**src/rtl/rv32_pipe_pkg.sv**
```systemverilog
// rv32_pipe_pkg: shared pipeline control state encoding and register constants.
package rv32_pipe_pkg;
  typedef enum logic [1:0] {RUN, FLUSH, HALT} pipe_state_t;
  localparam logic [4:0] X0 = 5'd0;
endpackage

```
**src/rtl/rv32_perf_counter.sv**
```systemverilog
// rv32_perf_counter: wrapping event counter with synchronous clear.
module rv32_perf_counter #(
  parameter int CNT_W = 32
) (
  input  logic             clk,
  input  logic             rst,
  input  logic             inc,
  output logic [CNT_W-1:0] count
);
  logic [CNT_W-1:0] r_count;
  always_ff @(posedge clk)
    if (rst) r_count <= '0;
    else if (inc) r_count <= r_count + 1'b1;
  assign count = r_count;
endmodule

```
**src/rtl/rv32_hazard_ctrl.sv**
```systemverilog
// rv32_hazard_ctrl: load-use, redirect, memory-wait and halt sequencing for the 5-stage pipeline.
module rv32_hazard_ctrl
  import rv32_pipe_pkg::*;
#(
  parameter int REDIRECT_FLUSH = 2,
  parameter int CNT_W          = 32
) (
  input  logic             clk,
  input  logic             rst,
  input  logic [4:0]       id_rs1,
  input  logic [4:0]       id_rs2,
  input  logic             id_use_rs1,
  input  logic             id_use_rs2,
  input  logic [4:0]       ex_rd,
  input  logic             ex_is_load,
  input  logic             ex_redirect,
  input  logic             ex_halt,
  input  logic             mem_busy,
  output logic             pc_hold,
  output logic             ifid_hold,
  output logic             ifid_flush,
  output logic             idex_stall,
  output logic             idex_flush,
  output logic             pipe_busy,
  output logic             halted,
  output logic [CNT_W-1:0] stall_cnt,
  output logic [CNT_W-1:0] flush_cnt,
  output logic [CNT_W-1:0] wait_cnt
);
  localparam int FW = (REDIRECT_FLUSH > 2) ? $clog2(REDIRECT_FLUSH) : 1;
  pipe_state_t r_state, w_state_nx;
  logic [FW-1:0] r_left, w_left_nx;
  logic w_lu, w_stall_inc, w_flush_inc, w_wait_inc;
  assign w_lu = ex_is_load && ex_rd != X0 &&
                ((id_use_rs1 && id_rs1 == ex_rd) || (id_use_rs2 && id_rs2 == ex_rd));
  always_ff @(posedge clk)
    if (rst) begin
      r_state <= RUN;
      r_left  <= '0;
    end else begin
      r_state <= w_state_nx;
      r_left  <= w_left_nx;
    end
  always_comb begin
    w_state_nx  = r_state;
    w_left_nx   = r_left;
    pc_hold     = 1'b0;
    ifid_hold   = 1'b0;
    ifid_flush  = 1'b0;
    idex_stall  = 1'b0;
    idex_flush  = 1'b0;
    pipe_busy   = 1'b0;
    halted      = 1'b0;
    w_stall_inc = 1'b0;
    w_flush_inc = 1'b0;
    w_wait_inc  = 1'b0;
    if (rst) begin
      w_state_nx = RUN;
      w_left_nx  = '0;
      pc_hold    = 1'b1;
      ifid_flush = 1'b1;
      idex_flush = 1'b1;
    end else if (r_state == HALT) begin
      halted     = 1'b1;
      pc_hold    = 1'b1;
      ifid_flush = 1'b1;
      idex_flush = 1'b1;
    end else if (mem_busy) begin
      // A frozen EX keeps any pending redirect visible, so it is handled once the wait ends.
      pipe_busy  = 1'b1;
      pc_hold    = 1'b1;
      ifid_hold  = 1'b1;
      w_wait_inc = 1'b1;
    end else if (ex_redirect) begin
      ifid_flush  = 1'b1;
      idex_flush  = 1'b1;
      w_flush_inc = 1'b1;
      w_state_nx  = (REDIRECT_FLUSH > 1) ? FLUSH : RUN;
      w_left_nx   = (REDIRECT_FLUSH > 1) ? FW'(REDIRECT_FLUSH - 2) : '0;
    end else if (r_state == FLUSH) begin
      ifid_flush = 1'b1;
      w_state_nx = (r_left == '0) ? RUN : FLUSH;
      w_left_nx  = (r_left == '0) ? r_left : r_left - 1'b1;
    end else if (ex_halt) begin
      pc_hold    = 1'b1;
      ifid_flush = 1'b1;
      w_state_nx = HALT;
    end else if (w_lu) begin
      pc_hold     = 1'b1;
      ifid_hold   = 1'b1;
      idex_stall  = 1'b1;
      w_stall_inc = 1'b1;
    end
  end
  rv32_perf_counter #(.CNT_W(CNT_W)) u_stall (.clk(clk), .rst(rst), .inc(w_stall_inc), .count(stall_cnt));
  rv32_perf_counter #(.CNT_W(CNT_W)) u_flush (.clk(clk), .rst(rst), .inc(w_flush_inc), .count(flush_cnt));
  rv32_perf_counter #(.CNT_W(CNT_W)) u_wait  (.clk(clk), .rst(rst), .inc(w_wait_inc),  .count(wait_cnt));
endmodule

```
**config.mk**
```make
export PLATFORM = sky130hd
export DESIGN_NAME = rv32_hazard_ctrl
export DESIGN_NICKNAME = d
export VERILOG_FILES = /design/src/rtl/rv32_pipe_pkg.sv /design/src/rtl/rv32_perf_counter.sv /design/src/rtl/rv32_hazard_ctrl.sv
export SDC_FILE = /design/constraint.sdc
export NUM_CORES = 1
export LEC_CHECK = 0
export BUFFER_PORTS_ARGS = -buffer_cell sky130_fd_sc_hd__buf_2
export CORE_MARGIN = 8
export CORE_UTILIZATION = 40
export DETAILED_ROUTE_END_ITERATION = 6
export GPL_ROUTABILITY_DRIVEN = 0
export GPL_TIMING_DRIVEN = 0
export SYNTH_ARGS = -nofsm -noshare
export SYNTH_HDL_FRONTEND = slang
export SYNTH_SLANG_ARGS = --single-unit
```
**constraint.sdc**
```tcl
create_clock -name clk -period 2.5 [get_ports clk]
set_input_delay 0.25 -clock clk [delete_from_list [all_inputs] [get_ports clk]]
set_output_delay 0.25 -clock clk [all_outputs]
set_load 0.005 [all_outputs]
```
# Word-level counts from Yosys, hierarchy flattened
# Cells that the tools add are included.
# Widths: inputs -> output; s select.
[op_classes] eq_ne=4 muxes=40 add_sub_neg=4 reduce_logical=10 bitwise=2
[op_table] cell="$add 32x1->32 const B" count=3
[op_table] cell="$mux 1" count=37
[op_table] cell="$eq 5x5->1" count=2
[op_table] cell="$mux 2" count=3
[op_table] cell="$reduce_and 3->1" count=2
[op_table] cell="$reduce_bool 5->1" count=1
[op_table] cell="$logic_and 1x1->1" count=4
[op_table] cell="$reduce_bool 3->1" count=1
[op_table] cell="$eq 2x1->1 const B" count=1
[op_table] cell="$eq 2x2->1 const B" count=1
[op_table] cell="$not 1->1" count=2
[op_table] cell="$reduce_bool 2->1" count=1
[op_table] cell="$logic_or 1x1->1" count=1
[op_table] cell="$sub 1x1->1 const B" count=1
[totals] inputBits=23 register_bits=99 output_inout_bits=103

# Longest topological paths before layout
[logic_depth] word_depth=11 depth_mapped=8 ltp_nobuf=6

# Hierarchy
# From an unflattened synthesis, not the netlist that was laid out.
[unflattened] cells_unflattened=582 area_unflattened_um2=4953.5
[modules_own_cells] mod="rv32_perf_counter (u_flush ...)" cells_per_inst=181 area_per_inst_um2=1564.0 n_inst=2 seq_area_each_um2=640.6
[modules_own_cells] mod="rv32_perf_counter (u_wait)" cells_per_inst=174 area_per_inst_um2=1488.9 n_inst=1 seq_area_each_um2=640.6
[modules_own_cells] mod="rv32_hazard_ctrl" cells_per_inst=46 area_per_inst_um2=336.6 n_inst=1 seq_area_each_um2=40.0

# Worst setup path before layout
# No wires, ideal clock.
[synth_timing] path_type="flip-flop to flip-flop" from="reg u_stall.r_count[0], in the netlist u_stall.count[0]" to="reg u_stall.r_count[14], in the netlist u_stall.count[14]" synth_period_minus_slack_ps=1911 n_path_buf=1 required_time_ps=2430 slack_ps=589 stages_incl_launch_ff=8 arrival_ps=1841 cell_sequence="dfxtp_1 ha_1 and4_1 and2_1 nand4_1 clkbuf_1 or3_1 a21oi_1"
[synth_between] elab_chain_len=1
[synth_lines] element="from (decl)" line_no="rv32_perf_counter.sv:10" text="logic [CNT_W-1:0] r_count;"
[synth_lines] element="from (signal assigned)" line_no="rv32_perf_counter.sv:13" text="else if (inc) r_count <= r_count + 1'b1;"
[synth_lines] element="$add 32x1->32" line_no="rv32_perf_counter.sv:13"
# No other way between the ends.
# A chain may end at the register's enable or synchronous reset.

# Worst setup path after layout
[layout_timing] from="in ex_rd[3]" to="out ifid_hold"
[layout_between] elab_chain_len=11 word_cells_on_any_way=15
[layout_lines] element="from (decl)" line_no="rv32_hazard_ctrl.sv:14" text="input logic [4:0] ex_rd,"
[layout_lines] element="$eq 5x5->1" line_no="rv32_hazard_ctrl.sv:35" text="((id_use_rs1 && id_rs1 == ex_rd) || (id_use_rs2 && id_rs2 == ex_rd));"
[layout_lines] element="$logic_and 1x1->1" line_no="rv32_hazard_ctrl.sv:35"
[layout_lines] element="$logic_or 1x1->1" line_no="rv32_hazard_ctrl.sv:35"
[layout_lines] element="$logic_and 1x1->1 *" line_no="rv32_hazard_ctrl.sv:34" text="assign w_lu = ex_is_load && ex_rd != X0 &&"
[layout_lines] element="$mux 1 *" line_no="rv32_hazard_ctrl.sv:88" text="end else if (w_lu) begin"
[layout_lines] element="$mux 1 *" line_no="rv32_hazard_ctrl.sv:84" text="end else if (ex_halt) begin"
[layout_lines] element="$mux 1 *" line_no="rv32_hazard_ctrl.sv:80" text="end else if (r_state == FLUSH) begin"
[layout_lines] element="$mux 1 *" line_no="rv32_hazard_ctrl.sv:74" text="end else if (ex_redirect) begin"
[layout_lines] element="$mux 1 *" line_no="rv32_hazard_ctrl.sv:68" text="end else if (mem_busy) begin"
[layout_lines] element="$mux 1 *" line_no="rv32_hazard_ctrl.sv:63" text="end else if (r_state == HALT) begin"
[layout_lines] element="$mux 1 *" line_no="rv32_hazard_ctrl.sv:57" text="if (rst) begin"
[layout_lines] element="to (decl)" line_no="rv32_hazard_ctrl.sv:20" text="output logic ifid_hold,"
# Mark *: on every way between the ends. The rest lies on a longest branch, timed or not.

==> out/qor.yml <==
routing:
  drt_pass1_iterations: 4
  route.met3.wl_um: 861
  m1WireLength_um: 6280
  routedWlPerCell_um: 16.1
  wl_um: 13900
  via_per_inst: 5.46
  vias: 4721
  dr_wl_met2_um: 6590
  highest_layer: "met4"
  drc: 0
  detail-route-antenna-nets: 0
  drt_iter0_drc: 297
setup_path:
  path_max_fanout: 10
  worst-path-buf-inv: 4
  crit_path_end_kind: "output pin"
  worstPathRequired_ns: 2.25
  path_cells: "buf_2 > xor2_1 > nor4_2 > a32oi_4 > buf_2 > clkbuf_2 > nor2_1 > a21o_1 > buf_2"
  critPathKind: "input pin to output pin"
  start_kind: "input pin"
  crit_slowest_cell: "nor4_2"
  crit_family: "buffers and inverters"
  slowest_delay_ns: 0.39
  cp_common_cell: "buf_2"
  arrival_ns: 2.05
flow_run:
  cap_violations: 0
logic_synthesis:
  synth_ff_type: "dfxtp_1"
  avgSynthCellArea_um2: 8.52
  netlist_area_um2: 4890
  netlist-cell-type-count: 45
  synth_edf_count: 0
  netlist_top_cells_area: "dfxtp_1, xor2_1, nor2_1"
  synth-seq-cells: 98
  synth_top_cell_area_share: 0.401
  syn_inst: 574
  yosysSeqAreaShare: 0.401
  synth_top_cell_by_area: "dfxtp_1"
  mappedNetlistNets: 600
  async_flop_share: 0
  synth_warnings: 0
global_route:
  grt_pass1_wl_um: 22500
  grt_pass1_vias: 4522
  overflow: 0
  antenna_found_initial: 0
  grtUsageTotal: 0.172
  grt_start_max_net_pins: 15
sta:
  final_hold_viol_count: 0
  rsz0062_at_grt: "false"
  post-route-min-period_ns: 2.30
  maxSlewHeadroom: 0.420
  maxSlewViolCount: 0
  skew_ns: 0.00638
  finalSetupViolations: 0
  tightest_slew_ns: 0.858
  min_period_over_period: 0.921
  max_freq_ghz: 0.435
die:
  design.core.area_um2: 12000
  rows: 40
  dieArea_um2: 16000
  start_util: 0.409
  die_y_um: 127
  die_x_um: 127
  io_pins: 126
clocking:
  clock_latency_ns: 0.35
  htree_levels: 3
  cts_tree: "done"
  clockBufferDepth: 2
  clock-sinks: 98
  numCtsBuffers: 9
  cts_root_buf: "clkbuf_16"
  path_clk_slew_ns: 0.06
power:
  swShare: 0.235
  pwr-share-clk: 0.421
  cell_internal_pwr_uw: 2310
  p_per_area_nw_per_um2: 502
  p_comb_frac: 0.056
  seq_power_share: 0.523
  vdd_ir_drop_max_v: 0.000280
  p_leak_uw: 0.00229
  netSwitchingPower_uw: 710
placement:
  io_buffers: 124
  hpwl_um: 10200
  dp_cells: 845
  place_area_um2: 5700
final_layout:
  area_growth_pct: 22.8
  post-route-cell-area_um2: 6010
  layout-drive-gt1-share: 0.229
  fin_nets: 738
  finalNonFillerCells: 865
  fill_cells: 1192
hold_path:
  hp-class: "input pin to flop"
run_status:
  outcome: "completed"
-- kinds of logic after synthesis --
| group | share of synthesized area |
|---|---|
| flip-flops | 0.401 |
| buffers and inverters | 0.0404 |
| adder cells (fa/ha/maj) | 0.00767 |
| AO/OA/AOI/OAI | 0.111 |
| multiplexers | 0.00844 |
| XOR/XNOR | 0.115 |
| AND/OR/NAND/NOR | 0.317 |
-- registers in the layout (all words and copies together) (netlist names) --
signal	cells
u_flush.count	32
u_stall.count	32
u_wait.count	32
r_state	2
-- power groups by stage --
stage,combinational (uW),clock (uW),sequential [uW]
after floorplan,95.4,0,1610
after global placement,162,0,1610
after detailed placement,164,0,1610
after CTS,166,1310,1580
after global routing,187,1360,1580
final,169,1270,1580
-- Yosys cell counts (3+ instances only) --
cell	n
clkbuf_1	25
nand2_1	26
nor4_1	10
a21oi_1	42
xor2_1	42
nor2_1	69
dfxtp_1	98
nand3_1	33
xnor2_1	22
or3_1	9
and2_1	6
o31ai_1	29
o21ai_0	12
buf_2	4
nand2b_1	5
and3_1	9
nor3_1	10
ha_1	3
or4_1	30
nor4_2	4
mux2i_1	3
nand4_1	32
and4_1	14
inv_1	12
-- layer usage --
metal	GRT usage	vias to the layer above
met4	0.0531	0
met3	0.0587	13
li1	-	2377
met5	0	-
met1	0.210	2239
met2	0.278	92
-- cell usage in the layout, fill, tap and decap left out, drive strengths merged --
cell type,Yosys,layout
nand2b,5,5
and3,9,9
o21a,1,1
mux2i,3,3
diode,0,1
nor4,15,15
dfxtp,98,98
o21ai,13,13
ha,3,3
nor2,69,69
nor2b,2,2
o21bai,1,1
xnor2,22,22
buf,8,134
or4b,2,2
and4,14,14
mux2,1,1
nor4b,3,3
a32oi,1,1
xor2,42,42
nand2,26,26
or2,2,2
nor3,10,10
o31ai,29,29
inv,12,12
nand3,33,33
or4,30,30
a21oi,42,42
or3b,1,1
nor3b,1,1
a21o,1,1
and2,6,6
clkbuf,26,41
clkinv,0,2
or3,9,9
nand4,33,33
a2111o,1,1
-- final timing paths --
check / cells past startpoint / start / to / slack, ns
worst max-delay path: 9 / ex_rd[3] / ifid_hold / 0.20
worst min-delay path: 3 / ex_redirect / r_state[0] / 0.21
worst max register to register: 7 / u_stall.count[0] / u_stall.count[20] / 0.22
worst min register to register: 2 / u_stall.count[26] / u_stall.count[26] / 0.50
-- what timing repair did --
| action | CTS | global route |
|---|---|---|
| hold buffers | 0 | 0 |
| gates resized for setup | 2 | 6 |
| buffers inserted | 0 | 2 |
| endpoints found under the hold margin | 0 | 0 |
| setup endpoints to repair | 2 | 14 |
-- final cells by class --
cell class / instances / area [um^2] / share of cell area
antenna: 1 / 2.50 / 0.000416
buffer: 34 / 155 / 0.0258
clock buffer: 14 / 244 / 0.0406
clock inverter: 2 / 13.8 / 0.00229
inverter: 12 / 45.0 / 0.00750
multi-input combinational: 430 / 2760 / 0.460
sequential: 98 / 1960 / 0.327
tap: 147 / 184 / 0.0306
timing repair buffer: 127 / 641 / 0.107
-- stage by stage --
stage | hold WS (ns) | total power (uW) | worst slack (ns) | utilization | TNS [ns]
2_1_floorplan | 0.412 | 1710 | 0.589 | - | 0
3_5_place_dp | 0.483 | 1780 | -0.0138 | 0.476 | -0.0138
5_1_grt | 0.213 | 3130 | 0.0270 | 0.502 | 0
6_report | 0.214 | 3020 | 0.199 | 0.502 | 0
3_3_place_gp | 0.481 | 1780 | -0.0103 | 0.476 | -0.0103
4_1_cts | 0.202 | 3050 | 0.0189 | 0.498 | 0
-- tightest hold or removal path, cell delays in order --
cell and delay [ns]:
buf_2 0.13, o21ai_0 0.08, a21oi_1 0.06
Power figures use the tool's default switching activity.
